[config.mk]
export PLATFORM = sky130hd
export DESIGN_NAME = dram_refresh_ctl
export DESIGN_NICKNAME = d
export VERILOG_FILES = /design/src/rtl/sun2_mem_pkg.sv /design/src/rtl/refresh_row_ctr.sv /design/src/rtl/dram_refresh_ctl.sv
export SDC_FILE = /design/constraint.sdc
export NUM_CORES = 1
export LEC_CHECK = 0
export CELL_PAD_IN_SITES_DETAIL_PLACEMENT = 1
export CELL_PAD_IN_SITES_GLOBAL_PLACEMENT = 1
export CORE_ASPECT_RATIO = 1.5
export CORE_MARGIN = 3
export CORE_UTILIZATION = 38
export CTS_CLUSTER_DIAMETER = 60
export DETAILED_ROUTE_END_ITERATION = 7
export PLACE_DENSITY = 0.81
export SLEW_MARGIN = 20
export SYNTH_ARGS = -nofsm -noshare
export SYNTH_HDL_FRONTEND = slang
export SYNTH_SLANG_ARGS = --single-unit
[constraint.sdc]
create_clock -name CLK -period 2.5 [get_ports CLK]
set_input_delay 0.5 -clock CLK [delete_from_list [all_inputs] [get_ports CLK]]
set_output_delay 0.5 -clock CLK [all_outputs]
set_load 0.005 [all_outputs]
[src/rtl/sun2_mem_pkg.sv]
// Shared definitions for the 120 CPU board memory path.
// Holds the refresh sequencer state encoding and its default timing constants.
package sun2_mem_pkg;

   localparam int unsigned REF_T_RAS      = 3;
   localparam int unsigned REF_T_RP       = 2;
   localparam int unsigned REF_ROW_BITS   = 8;
   localparam int unsigned REF_PHASE_BITS = 4;

   typedef enum logic [1:0] {
      IDLE = 2'd0,
      CPU  = 2'd1,
      RAS  = 2'd2,
      PRE  = 2'd3
   } ref_state_t;

endpackage

[src/rtl/refresh_row_ctr.sv]
// Refresh row address counter: wraps at 2^W, synchronous clear has priority.
// Ports:
//   i_clk    clock
//   i_clr    synchronous clear to zero
//   i_inc    advance by one row
//   o_count  current row (registered)
module refresh_row_ctr #(
   parameter int unsigned W = 8
) (
   input  logic         i_clk,
   input  logic         i_clr,
   input  logic         i_inc,
   output logic [W-1:0] o_count
);

   logic [W-1:0] r_count;

   always_ff @(posedge i_clk) begin
      if (i_clr) begin
         r_count <= '0;
      end else if (i_inc) begin
         r_count <= r_count + W'(1);
      end
   end

   assign o_count = r_count;

endmodule

[src/rtl/dram_refresh_ctl.sv]
// Refresh sequencer and DRAM port arbiter. Takes the timer controller's
// refresh request, runs a RAS-only refresh (RAS then precharge), acknowledges
// with a one-cycle ren_n strobe, and otherwise grants the port to the CPU.
// Ports:
//   CLK        system clock
//   RESET      synchronous active-high reset
//   rreq_n     refresh request from timer controller (active low, level)
//   ren_n      refresh acknowledge strobe (active low, one cycle)
//   cpu_req    CPU memory cycle request
//   cpu_done   CPU memory cycle complete (only looked at while granted)
//   cpu_grant  DRAM port owned by the CPU
//   ref_ras_n  refresh RAS (active low)
//   ref_addr   refresh row address
//   ref_busy   refresh in progress including precharge
module dram_refresh_ctl #(
   parameter int unsigned ROW_BITS = sun2_mem_pkg::REF_ROW_BITS,
   parameter int unsigned T_RAS    = sun2_mem_pkg::REF_T_RAS,
   parameter int unsigned T_RP     = sun2_mem_pkg::REF_T_RP
) (
   input  logic                CLK,
   input  logic                RESET,
   input  logic                rreq_n,
   output logic                ren_n,
   input  logic                cpu_req,
   input  logic                cpu_done,
   output logic                cpu_grant,
   output logic                ref_ras_n,
   output logic [ROW_BITS-1:0] ref_addr,
   output logic                ref_busy
);

   import sun2_mem_pkg::*;

   // Last phase value of each timed state; phase counts 0..T-1.
   localparam logic [REF_PHASE_BITS-1:0] PH_RAS_LAST = REF_PHASE_BITS'(T_RAS - 1);
   localparam logic [REF_PHASE_BITS-1:0] PH_RP_LAST  = REF_PHASE_BITS'(T_RP - 1);

   ref_state_t                r_state;
   logic [REF_PHASE_BITS-1:0] r_phase;
   logic                      r_ren_n;
   logic                      r_ras_n;
   logic                      r_busy;
   logic                      r_grant;

   ref_state_t                w_state_nxt;
   logic [REF_PHASE_BITS-1:0] w_phase_nxt;
   logic                      w_row_inc;
   logic                      w_ren_n_nxt;

   // Next state, phase and row advance.
   always_comb begin
      w_state_nxt = r_state;
      w_phase_nxt = r_phase;
      w_row_inc   = 1'b0;
      w_ren_n_nxt = 1'b1;

      case (r_state)
         IDLE: begin
            // Refresh wins over a simultaneous CPU request.
            if (!rreq_n) begin
               w_state_nxt = RAS;
            end else if (cpu_req) begin
               w_state_nxt = CPU;
            end
         end
         CPU: begin
            // A granted CPU cycle is never preempted; refresh follows directly.
            if (cpu_done) begin
               w_state_nxt = rreq_n ? IDLE : RAS;
            end
         end
         RAS: begin
            if (r_phase == PH_RAS_LAST) begin
               w_state_nxt = PRE;
               w_phase_nxt = '0;
            end else begin
               w_phase_nxt = r_phase + REF_PHASE_BITS'(1);
            end
         end
         PRE: begin
            if (r_phase == PH_RP_LAST) begin
               w_state_nxt = IDLE;
               w_phase_nxt = '0;
               w_row_inc   = 1'b1;
            end else begin
               w_phase_nxt = r_phase + REF_PHASE_BITS'(1);
            end
         end
         default: begin
            w_state_nxt = IDLE;
            w_phase_nxt = '0;
         end
      endcase

      // Strobe only on entry into RAS, so a still-low rreq_n mid-refresh is ignored.
      if ((r_state == IDLE || r_state == CPU) && w_state_nxt == RAS) begin
         w_ren_n_nxt = 1'b0;
      end
   end

   // State register; outputs are registered from the next state so they
   // change on the same edge that takes the decision.
   always_ff @(posedge CLK) begin
      if (RESET) begin
         r_state <= IDLE;
         r_phase <= '0;
         r_ren_n <= 1'b1;
         r_ras_n <= 1'b1;
         r_busy  <= 1'b0;
         r_grant <= 1'b0;
      end else begin
         r_state <= w_state_nxt;
         r_phase <= w_phase_nxt;
         r_ren_n <= w_ren_n_nxt;
         r_ras_n <= (w_state_nxt != RAS);
         r_busy  <= (w_state_nxt == RAS) || (w_state_nxt == PRE);
         r_grant <= (w_state_nxt == CPU);
      end
   end

   refresh_row_ctr #(
      .W (ROW_BITS)
   ) u_row_ctr (
      .i_clk   (CLK),
      .i_clr   (RESET),
      .i_inc   (w_row_inc),
      .o_count (ref_addr)
   );

   assign ren_n     = r_ren_n;
   assign ref_ras_n = r_ras_n;
   assign ref_busy  = r_busy;
   assign cpu_grant = r_grant;

endmodule

==> metrics.md <==
| Metric | Value |
|---|---|
| Worst vdd ir | 0.331 mV |
| Die Wd | 42.6 um |
| CP arrival | 1.31 ns |
| Rel. slew slack | 0.646 |
| Clock skew | 0.00379 ns |
| Drt first pass iters | 2 |
| Routed Antenna Nets | 0 |
| Final setup viols | 0 |
| Post-CTS setup buffer count | 0 |
| Post-synthesis sequential area ratio | 0.445 |
| First-pass GRT wire length | 2990 um |
| Worst setup path class | register to output port |
| CTS Hold Buffers Added | 0 |
| Cell count after placement | 123 |
| RSZ-0062 raised after global routing | false |
| Cell area after layout | 977 um^2 |
| Period utilization | 0.725 |
| RR Startpoint | r_state[1]$_SDFF_PP0_ |
| Vias in the first global route | 696 |
| Top post-synthesis cells by count | 17 x dfxtp_1, 11 x nor2_1, 7 x nand2_1 |
| TritonCTS Buffers | 3 |
| Row cnt | 19 |
| Clock Tree Buf Depth | 2 |
| CTS tree | yes |
| Status | finished clean |
| Final std cells w/o fill | 127 |
| Synthesis-stage register bit count | 17 |
| Final WL | 1780 um |
| Worst-skew pair later-pin latency | 0.29 ns |
| Primary FF master, synth | dfxtp_1 |
| Placed inst area | 951 um^2 |
| Static leakage | 0.000351 uW |
| I/O Pins | 17 |
| Avg Cell Area, Syn | 8.79 um^2 |
| Final Critical Period | 1.81 ns |
| Overall routing resource usage | 0.154 |
| CTS root buf | clkbuf_4 |
| Clock transition at path regs | 0.10 ns |
| Starting Density | 0.407 |
| Most common cell in the synthesized netlist | dfxtp_1 |
| Antenna diode count | 0 |
| CP max stage delay | 0.56 ns |
| Req. time, crit path | 2.00 ns |
| Hold Startpoint | u_row_ctr.o_count[7]$_SDFFE_PP0P_ |
| Routability cong. | 0.735 |
| Layout cells sized above 1 | 0.0849 |
| Worst Hold Class | register to register |
| Synth Instances | 87 |
| Total power | 503 uW |
| Slew @ Worst Pin | 0.530 ns |
| Setup WS post-layout | 0.688 ns |
| Clk sink count | 17 |
| Final hold viol count | 0 |
| Share of the synthesized area in the top cell type | 0.445 |
| Number of enable flip-flop cells after synthesis | 0 |
| Crit path capture type | output port |
| Resized Gates After CTS | 0 |
| CP delay by family, top | buffers and inverters |
| Top post-synthesis cells by area | dfxtp_1 45%, nor2_1 5.4%, xnor2_1 4.6%, a21oi_1 3.9%, nand2_1 3.4% |
| Post-Syn Area | 764 um^2 |
| Die H | 60.9 um |
| Post-synth ARST share | 0 |
| Unique masters post-synth | 30 |
| Cell taking the most area after synthesis | dfxtp_1 |
| Worst setup SP type | register |
| Initial DRC count | 7 |
| Overflow after GRT | 0 |
| Crit path launch | u_row_ctr.o_count[2]$_SDFFE_PP0P_ |
| Fin. max-slew vios | 0 |
| Core box area | 1880 um^2 |
| Remaining DRCs | 0 |
| Setup WS pre-CTS | 0.755 ns |
| DR vias/cell | 5.60 |
| Maxcap violations | 0 |
| Port bufs | 16 |
| CP max-delay cell | clkdlybuf4s50_1 |
| Die area | 2600 um^2 |
| Initial antenna violation count | 0 |
| WP buf/inv | 1 |
| Final TNS setup | 0 ns |
| Layout area overhead | 27.8% |
| Power per Cell Area | 514 nW/um^2 |
| F_max | 552 MHz |
| Syn nets | 93 |
| H-tree depth | 1 |
| Max FO, Critical Path | 7 |
| Final #Nets | 113 |
| WL/cell | 14.0 um |
| Worst-path cell chain | clkdlybuf4s50_1 |
| Largest net degree at the start of global routing | 16 |
| Vias | 711 |
| Yosys warning count | 0 |
| HPWL Detailed | 1340 um |
==> cell type report <==
type                            instances  area [um^2]
Sequential cell                        17          340
Tap cell                               21         26.3
Inverter                                6         22.5
Fill cell                             233          901
Timing Repair Buffer                   17          168
Clock buffer                            4         26.3
Multi-Input combinational cell         62          394
==> metal layers <==
| layer | GRT usage | up-vias | wire length, um |
|---|---|---|---|
| li1 | - | 351 | - |
| met1 | 0.171 | 347 | 766 |
| met2 | 0.264 | 11 | 931 |
| met3 | 0.0326 | 2 | 60 |
| met4 | 0.102 | 0 | 18 |
| met5 | 0 | - | 0 |
==> cells by family (layout without fill, tap and decap cells) <==
kind of cell / Yosys count / after routing / synth area share
flip-flops: 17 / 17 / 0.445
buffers and inverters: 8 / 27 / 0.0393
multiplexers: 2 / 2 / 0.0278
AO/OA/AOI/OAI: 13 / 13 / 0.103
XOR/XNOR: 6 / 6 / 0.0687
adder cells (fa/ha/maj): 1 / 1 / 0.0164
AND/OR/NAND/NOR: 40 / 40 / 0.300
==> flip-flops by register name, summed over array words and instances, names as in the netlist <==
| register | flops |
|---|---|
| ref_ras_n | 1 |
| r_phase | 4 |
| ren_n | 1 |
| u_row_ctr.o_count | 8 |
| r_state | 2 |
| cpu_grant | 1 |
==> stage by stage <==
step	hold slack, ns	util
2_1_floorplan	0.462	-
3_3_place_gp	0.463	0.506
3_5_place_dp	0.479	0.506
4_1_cts	0.493	0.520
5_1_grt	0.533	0.520
6_report	0.486	0.520
==> report_power, final <==
| group | internal, uW | leakage (uW) | switching, uW |
|---|---|---|---|
| Sequential | 281 | 0.000138 | 10.3 |
| Combinational | 32.6 | 0.000198 | 30.4 |
| Clock | 62.0 | 0.0000150 | 86.5 |
| Total | 375 | 0.000351 | 127 |
==> placed cells by master, fill, tap and decap left out, types with 2 or more instances in the layout <==
cell / Yosys / layout
xor2_1: 2 / 2
nor4_1: 3 / 3
nor2_1: 11 / 11
clkbuf_4: 0 / 3
nand4_1: 4 / 4
clkdlybuf4s50_1: 0 / 16
nand3_1: 4 / 4
a21oi_1: 6 / 6
or3_1: 2 / 2
xnor2_1: 4 / 4
dfxtp_1: 17 / 17
inv_1: 5 / 5
nand2_1: 7 / 7
o21ai_1: 3 / 3
==> path summary, 6_finish.rpt <==
path / to / slack (ns) / cells after the start
worst min-delay path: u_row_ctr.o_count[7]$_SDFFE_PP0P_ / 0.49 / 2
worst max register to register: u_row_ctr.o_count[7]$_SDFFE_PP0P_ / 0.78 / 5
worst min register to register: u_row_ctr.o_count[7]$_SDFFE_PP0P_ / 0.49 / 2
worst max-delay path: ref_addr[2] / 0.69 / 1
No activity file was read; power rests on OpenSTA's default activity.
